$ cat src/rtl/serial_tx_pkg.sv
// Shared definitions for the asynchronous serial link: FSM state encoding,
// line idle level and a frame-length helper. Parity option: TX_PARITY_EN.
package serial_pkg;

  typedef enum logic [2:0] {
    IDLE   = 3'd0,
    START  = 3'd1,
    DATA   = 3'd2,
    PARITY = 3'd3,
    STOP   = 3'd4
  } state_e;

  // Mark level of the line; the receiver treats this as "no frame".
  localparam logic LINE_IDLE = 1'b1;

  function automatic int unsigned frame_len(input int unsigned data_w,
                                            input int unsigned clks_per_bit,
                                            input int unsigned stop_bits);
    int unsigned p;
`ifdef TX_PARITY_EN
    p = 1;
`else
    p = 0;
`endif
    return (1 + data_w + p + stop_bits) * clks_per_bit;
  endfunction

endpackage

$ cat src/rtl/serial_tx_bit_timer.sv
// Bit-period timer: counts 0..CLKS_PER_BIT-1, flags the last cycle of each
// period and reloads to zero on restart so every state starts a full period.
module bit_timer #(
  parameter int CLKS_PER_BIT = 4
) (
  input  logic clk,
  input  logic reset,
  input  logic restart_i,
  output logic tc_o
);

  localparam int W = $clog2(CLKS_PER_BIT);

  logic [W-1:0] count_q;
  logic [W-1:0] count_d;

  assign tc_o = (count_q == W'(CLKS_PER_BIT - 1));

  always_comb begin
    count_d = count_q + 1'b1;
    if (restart_i || tc_o) begin
      count_d = '0;
    end
  end

  always_ff @(posedge clk or negedge reset) begin
    if (!reset) begin
      count_q <= '0;
    end else begin
      count_q <= count_d;
    end
  end

endmodule

$ cat src/rtl/serial_tx.sv
// Parallel-to-serial frame transmitter: start, DATA_W bits LSB first,
// optional even parity (TX_PARITY_EN), STOP_BITS stop periods.
module serial_tx
  import serial_pkg::*;
#(
  parameter int DATA_W       = 8,
  parameter int CLKS_PER_BIT = 4,
  parameter int STOP_BITS    = 1
) (
  input  logic              clk,
  input  logic              reset,
  input  logic [DATA_W-1:0] in_data,
  input  logic              in_valid,
  output logic              in_ready,
  output logic              tx,
  output logic              busy
);

  localparam int CNT_W = $clog2(DATA_W + 1);
  localparam logic [CNT_W-1:0] LAST_DATA = CNT_W'(DATA_W - 1);
  localparam logic [CNT_W-1:0] LAST_STOP = CNT_W'(STOP_BITS - 1);

  state_e            state_q, state_d;
  logic [DATA_W-1:0] shift_q, shift_d;
  logic [CNT_W-1:0]  bit_cnt_q, bit_cnt_d;
  logic              tx_q, tx_d;
  logic              in_ready_q, in_ready_d;
  logic              busy_q, busy_d;
  logic              accept;
  logic              timer_tc;
  logic              timer_restart;
`ifdef TX_PARITY_EN
  logic              parity_q, parity_d;
`endif

  assign accept        = in_valid && in_ready_q;
  assign timer_restart = (state_d != state_q);

  bit_timer #(
    .CLKS_PER_BIT(CLKS_PER_BIT)
  ) u_bit_timer (
    .clk       (clk),
    .reset     (reset),
    .restart_i (timer_restart),
    .tc_o      (timer_tc)
  );

  // bit_cnt_q indexes data bits in DATA and stop periods in STOP.
  always_comb begin
    state_d   = state_q;
    shift_d   = shift_q;
    bit_cnt_d = bit_cnt_q;
`ifdef TX_PARITY_EN
    parity_d  = parity_q;
`endif
    case (state_q)
      IDLE: begin
        if (accept) begin
          state_d = START;
          shift_d = in_data;
`ifdef TX_PARITY_EN
          parity_d = ^in_data;
`endif
        end
      end
      START: begin
        if (timer_tc) begin
          state_d   = DATA;
          bit_cnt_d = '0;
        end
      end
      DATA: begin
        if (timer_tc) begin
          shift_d = shift_q >> 1;
          if (bit_cnt_q == LAST_DATA) begin
            bit_cnt_d = '0;
`ifdef TX_PARITY_EN
            state_d   = PARITY;
`else
            state_d   = STOP;
`endif
          end else begin
            bit_cnt_d = bit_cnt_q + 1'b1;
          end
        end
      end
`ifdef TX_PARITY_EN
      PARITY: begin
        if (timer_tc) begin
          state_d = STOP;
        end
      end
`endif
      STOP: begin
        if (timer_tc) begin
          if (bit_cnt_q == LAST_STOP) begin
            state_d   = IDLE;
            bit_cnt_d = '0;
          end else begin
            bit_cnt_d = bit_cnt_q + 1'b1;
          end
        end
      end
      default: begin
        state_d = IDLE;
      end
    endcase
  end

  // The line is a registered copy of the current state's level, which places
  // the falling start edge one clock after the handshake edge.
  always_comb begin
    tx_d = LINE_IDLE;
    case (state_q)
      START:   tx_d = 1'b0;
      DATA:    tx_d = shift_q[0];
`ifdef TX_PARITY_EN
      PARITY:  tx_d = parity_q;
`endif
      default: tx_d = LINE_IDLE;
    endcase
    in_ready_d = (state_d == IDLE);
    busy_d     = (state_d != IDLE);
  end

  always_ff @(posedge clk or negedge reset) begin
    if (!reset) begin
      state_q    <= IDLE;
      shift_q    <= '0;
      bit_cnt_q  <= '0;
      tx_q       <= LINE_IDLE;
      in_ready_q <= 1'b1;
      busy_q     <= 1'b0;
    end else begin
      state_q    <= state_d;
      shift_q    <= shift_d;
      bit_cnt_q  <= bit_cnt_d;
      tx_q       <= tx_d;
      in_ready_q <= in_ready_d;
      busy_q     <= busy_d;
    end
  end

`ifdef TX_PARITY_EN
  always_ff @(posedge clk or negedge reset) begin
    if (!reset) begin
      parity_q <= 1'b0;
    end else begin
      parity_q <= parity_d;
    end
  end
`endif

  assign tx       = tx_q;
  assign in_ready = in_ready_q;
  assign busy     = busy_q;

endmodule

$ cat config.mk
export PLATFORM = sky130hd
export DESIGN_NAME = serial_tx
export DESIGN_NICKNAME = d
export VERILOG_FILES = /design/src/rtl/serial_tx_pkg.sv /design/src/rtl/serial_tx_bit_timer.sv /design/src/rtl/serial_tx.sv
export SDC_FILE = /design/constraint.sdc
export NUM_CORES = 1
export LEC_CHECK = 0
export BUFFER_PORTS_ARGS = -buffer_cell sky130_fd_sc_hd__buf_2
export CAP_MARGIN = 10
export CORE_MARGIN = 5
export CORE_UTILIZATION = 40
export DETAILED_ROUTE_END_ITERATION = 10
export PLACE_DENSITY = 0.54
export SLEW_MARGIN = 20
export SYNTH_ARGS = -nofsm -noshare
export SYNTH_HDL_FRONTEND = slang
export SYNTH_SLANG_ARGS = --single-unit
$ cat constraint.sdc
create_clock -name clk -period 3.1 [get_ports clk]
set_input_delay 0.31 -clock clk [delete_from_list [all_inputs] [get_ports clk]]
set_output_delay 0.31 -clock clk [all_outputs]
set_load 0.02 [all_outputs]
==> impl_metrics.yaml <==
yosys:
  synth_area_leaders: "dfrtp_1 39%, mux2i_1 6.1%, dfstp_2 4.6%"
  synth_nets: 131
  synth_warnings: 0
  synthCells: 117
  synth_edf_count: 0
  yosysMostFrequentCell: "dfrtp_1"
  ys_top_cells_by_count: "18 x dfrtp_1, 12 x nor2_1, 9 x a21oi_1"
  synth_area_leader_cell: "dfrtp_1"
  async_flop_share_pct: 100
  synthFlopType: "dfrtp_1"
  synth_top_cell_area_share_pct: 39.4
  synth-seq-cells: 20
  ys_types: 36
  avgSynthCellArea_um2: 9.76
  synth_seq_area_share_pct: 44.0
  netlist_area_um2: 1140
run:
  drv_cap: 0
timing:
  fin_skew_ns: 0.00614
  finalSetupTns_ns: 0
  fin_hold_ws_ns: 0.249
  setup_viol: 0
  tightest_slew_ns: 0.875
  finalHoldViolations: 0
  fmax_mhz: 506
  grt_setup_unrepaired: "no"
  timing.final.crit_share_pct: 63.7
  fin_crit_ns: 1.98
  slew_violations: 0
  relSlewSlack_pct: 41.4
hold_path:
  hold_depth: 3
  hold_class: "in2reg"
place:
  hpwlAfterDp_um: 1450
  placedInstanceArea_um2: 1200
  io_buffers: 13
  gp_congestion: 0.723
floorplanning:
  die_x_um: 63.4
  die_h_um: 63.4
  rows: 19
  core-area_um2: 2760
  dieArea_um2: 4020
  start_util_pct: 41.4
  pin_count: 14
clock_tree:
  insertion_delay_ns: 0.30
  path_clk_slew_ns: 0.12
  cts_tree: "done"
  ctsHtreeMaxLevel: 1
  cts-buffers-inserted: 3
  postCtsSetupRepairBufs: 0
  ctsLongestPathBuffers: 2
  cts-root-buf: "clkbuf_4"
  cts.sinks: 20
worst_setup_path:
  worstPathRequired_ns: 3.34
  crit_path_start_kind: "flop"
  path_class: "reg2reg"
  critPathMaxFanout: 14
  cp_slowest_cell: "nor3b_2"
  max_stage_delay_ns: 0.79
  rr_worst_depth: 4
  arrival_ns: 2.22
  cp-end-kind: "flop"
  path_cells: "nor3b_2 -> o21ai_1 -> a211oi_1 -> a21o_1"
power:
  pwr-share-seq_pct: 44.3
  leakagePower_nw: 0.528
  vdd_ir_drop_max_mv: 0.435
  clkPwrFrac_pct: 14.4
  pwr-share-comb_pct: 41.3
  switching_share_pct: 39.5
  intPower_uw: 643
  power_density_nw_per_um2: 855
  switching_power_uw: 420
global_routing:
  grt_pass1_wl_um: 3530
  grt_max_degree: 21
  grt.busiest_layer: "met2"
  gr-usage-met3_pct: 1.78
  gr-total-overflow: 0
  track_usage_pct: 10.6
  grt_util_met1_pct: 14.0
  gr-usage-met2_pct: 17.6
  grt_antenna_before_repair: 0
  grt_pass1_vias: 805
drt:
  wl_per_cell_um: 12.9
  postRouteAntennaNets: 0
  drt-pass1-iter-count: 4
  drt_iter0_drc: 30
  vias_per_cell: 5.19
  wl_um: 2040
  drc: 0
  vias: 820
final_layout:
  synthToLayoutAreaGrowth_pct: 8.87
  final_area_um2: 1240
  fin_util_pct: 45.1
  diodes: 0
  drive_gt1_share_pct: 22.8
  fin_nets: 142
outcome:
  status: "complete, no violations"
==> per-stage QoR <==
step	worst slack (ns)	power, mW	std cells
after floorplan	1.68	0.855	117
after detailed placement	1.12	0.922	153
after global routing	0.943	1.16	158
after CTS	1.09	1.08	158
final	1.12	1.06	158
after global placement	1.15	0.912	153
==> worst paths after layout <==
check	start	endpoint	slack, ns
worst max register to register	state_q[1]	bit_cnt_q[0]	1.12
min in group asynchronous	reset	bit_cnt_q[1]	0.48
worst min-delay path	in_data[7]	shift_q[7]	0.25
worst max-delay path	state_q[1]	bit_cnt_q[0]	1.12
max in group asynchronous	reset	tx	2.28
worst min register to register	u_bit_timer.count_q[0]	u_bit_timer.count_q[0]	0.44
==> state kept, by name (all words and copies together), names as in the netlist <==
signal,count
bit_cnt_q,4
tx,1
in_ready,1
shift_q,8
state_q,3
u_bit_timer.count_q,2
busy,1
==> cells by family (layout without fill, tap and decap cells) <==
| group | count (synthesis) | in the layout | share of synthesized area (%) |
|---|---|---|---|
| and+or+nand+nor | 45 | 45 | 21.5 |
| AOI/OAI and AO/OA | 28 | 28 | 18.0 |
| DFF | 20 | 20 | 44.0 |
| buffers and inverters | 12 | 22 | 5.58 |
| muxes | 7 | 7 | 6.13 |
| adders and majority gates | 3 | 3 | 3.29 |
| xor gates and xnor gates | 2 | 2 | 1.53 |
==> cell usage in the layout, fill, tap and decap left out <==
cell type and n:
a211oi_1 2, a211oi_4 1, a21o_1 1, a21oi_1 9, a21oi_2 3, a2bb2oi_2 2, a31oi_1 1, and3b_1 1
buf_2 13, clkbuf_4 3, clkbuf_8 1, dfrtp_1 18, dfstp_2 2, dlygate4sd3_1 1, ha_1 3, inv_1 4
mux2i_1 7, nand2_1 7, nand2_2 1, nand2b_1 3, nand3_1 3, nand3b_1 2, nor2_1 12, nor2b_1 4
nor3_1 4, nor3b_1 2, nor3b_2 2, o211a_1 1, o211ai_1 1, o21ai_0 3, o21ai_1 3, o21bai_1 1
or2_2 1, or3_1 3, xnor2_1 1, xor2_1 1
==> routing by layer <==
layer / share of wire (%) / wire (µm) / up-vias
met4: 0.98 / 20 / 0
met2: 46 / 939 / 11
met3: 2.7 / 56 / 2
li1: - / - / 424
met1: 50 / 1020 / 383
met5: 0 / 0 / -
==> critical path, delay by kind of cell (launching register included) <==
family             cells  cell delay, ns
AOI/OAI and AO/OA      3            0.51
and+or+nand+nor        1            0.79
DFF                    1            0.61
==> power by group through the flow <==
stage | combinational, mW | clock [mW] | sequential, mW
after global placement | 0.439 | 0 | 0.473
after floorplan | 0.407 | 0 | 0.449
after global routing | 0.500 | 0.172 | 0.492
final | 0.439 | 0.153 | 0.471
after CTS | 0.449 | 0.159 | 0.473
after detailed placement | 0.444 | 0 | 0.478
==> repair_timing <==
| item | CTS | global route |
|---|---|---|
| hold endpoints to repair | 18 | 0 |
| hold buffers | 1 | 0 |
| resized for setup | 0 | 0 |
==> area by class of cell <==
type	instances	area [µm²]
inverters	4	15.0
fillers	268	1510
well taps	31	38.8
flip-flops and latches	20	503
multi-input cells	85	576
repair buffers	14	75.1
clock buffers	4	36.3
(Power assumes the default switching activity.)
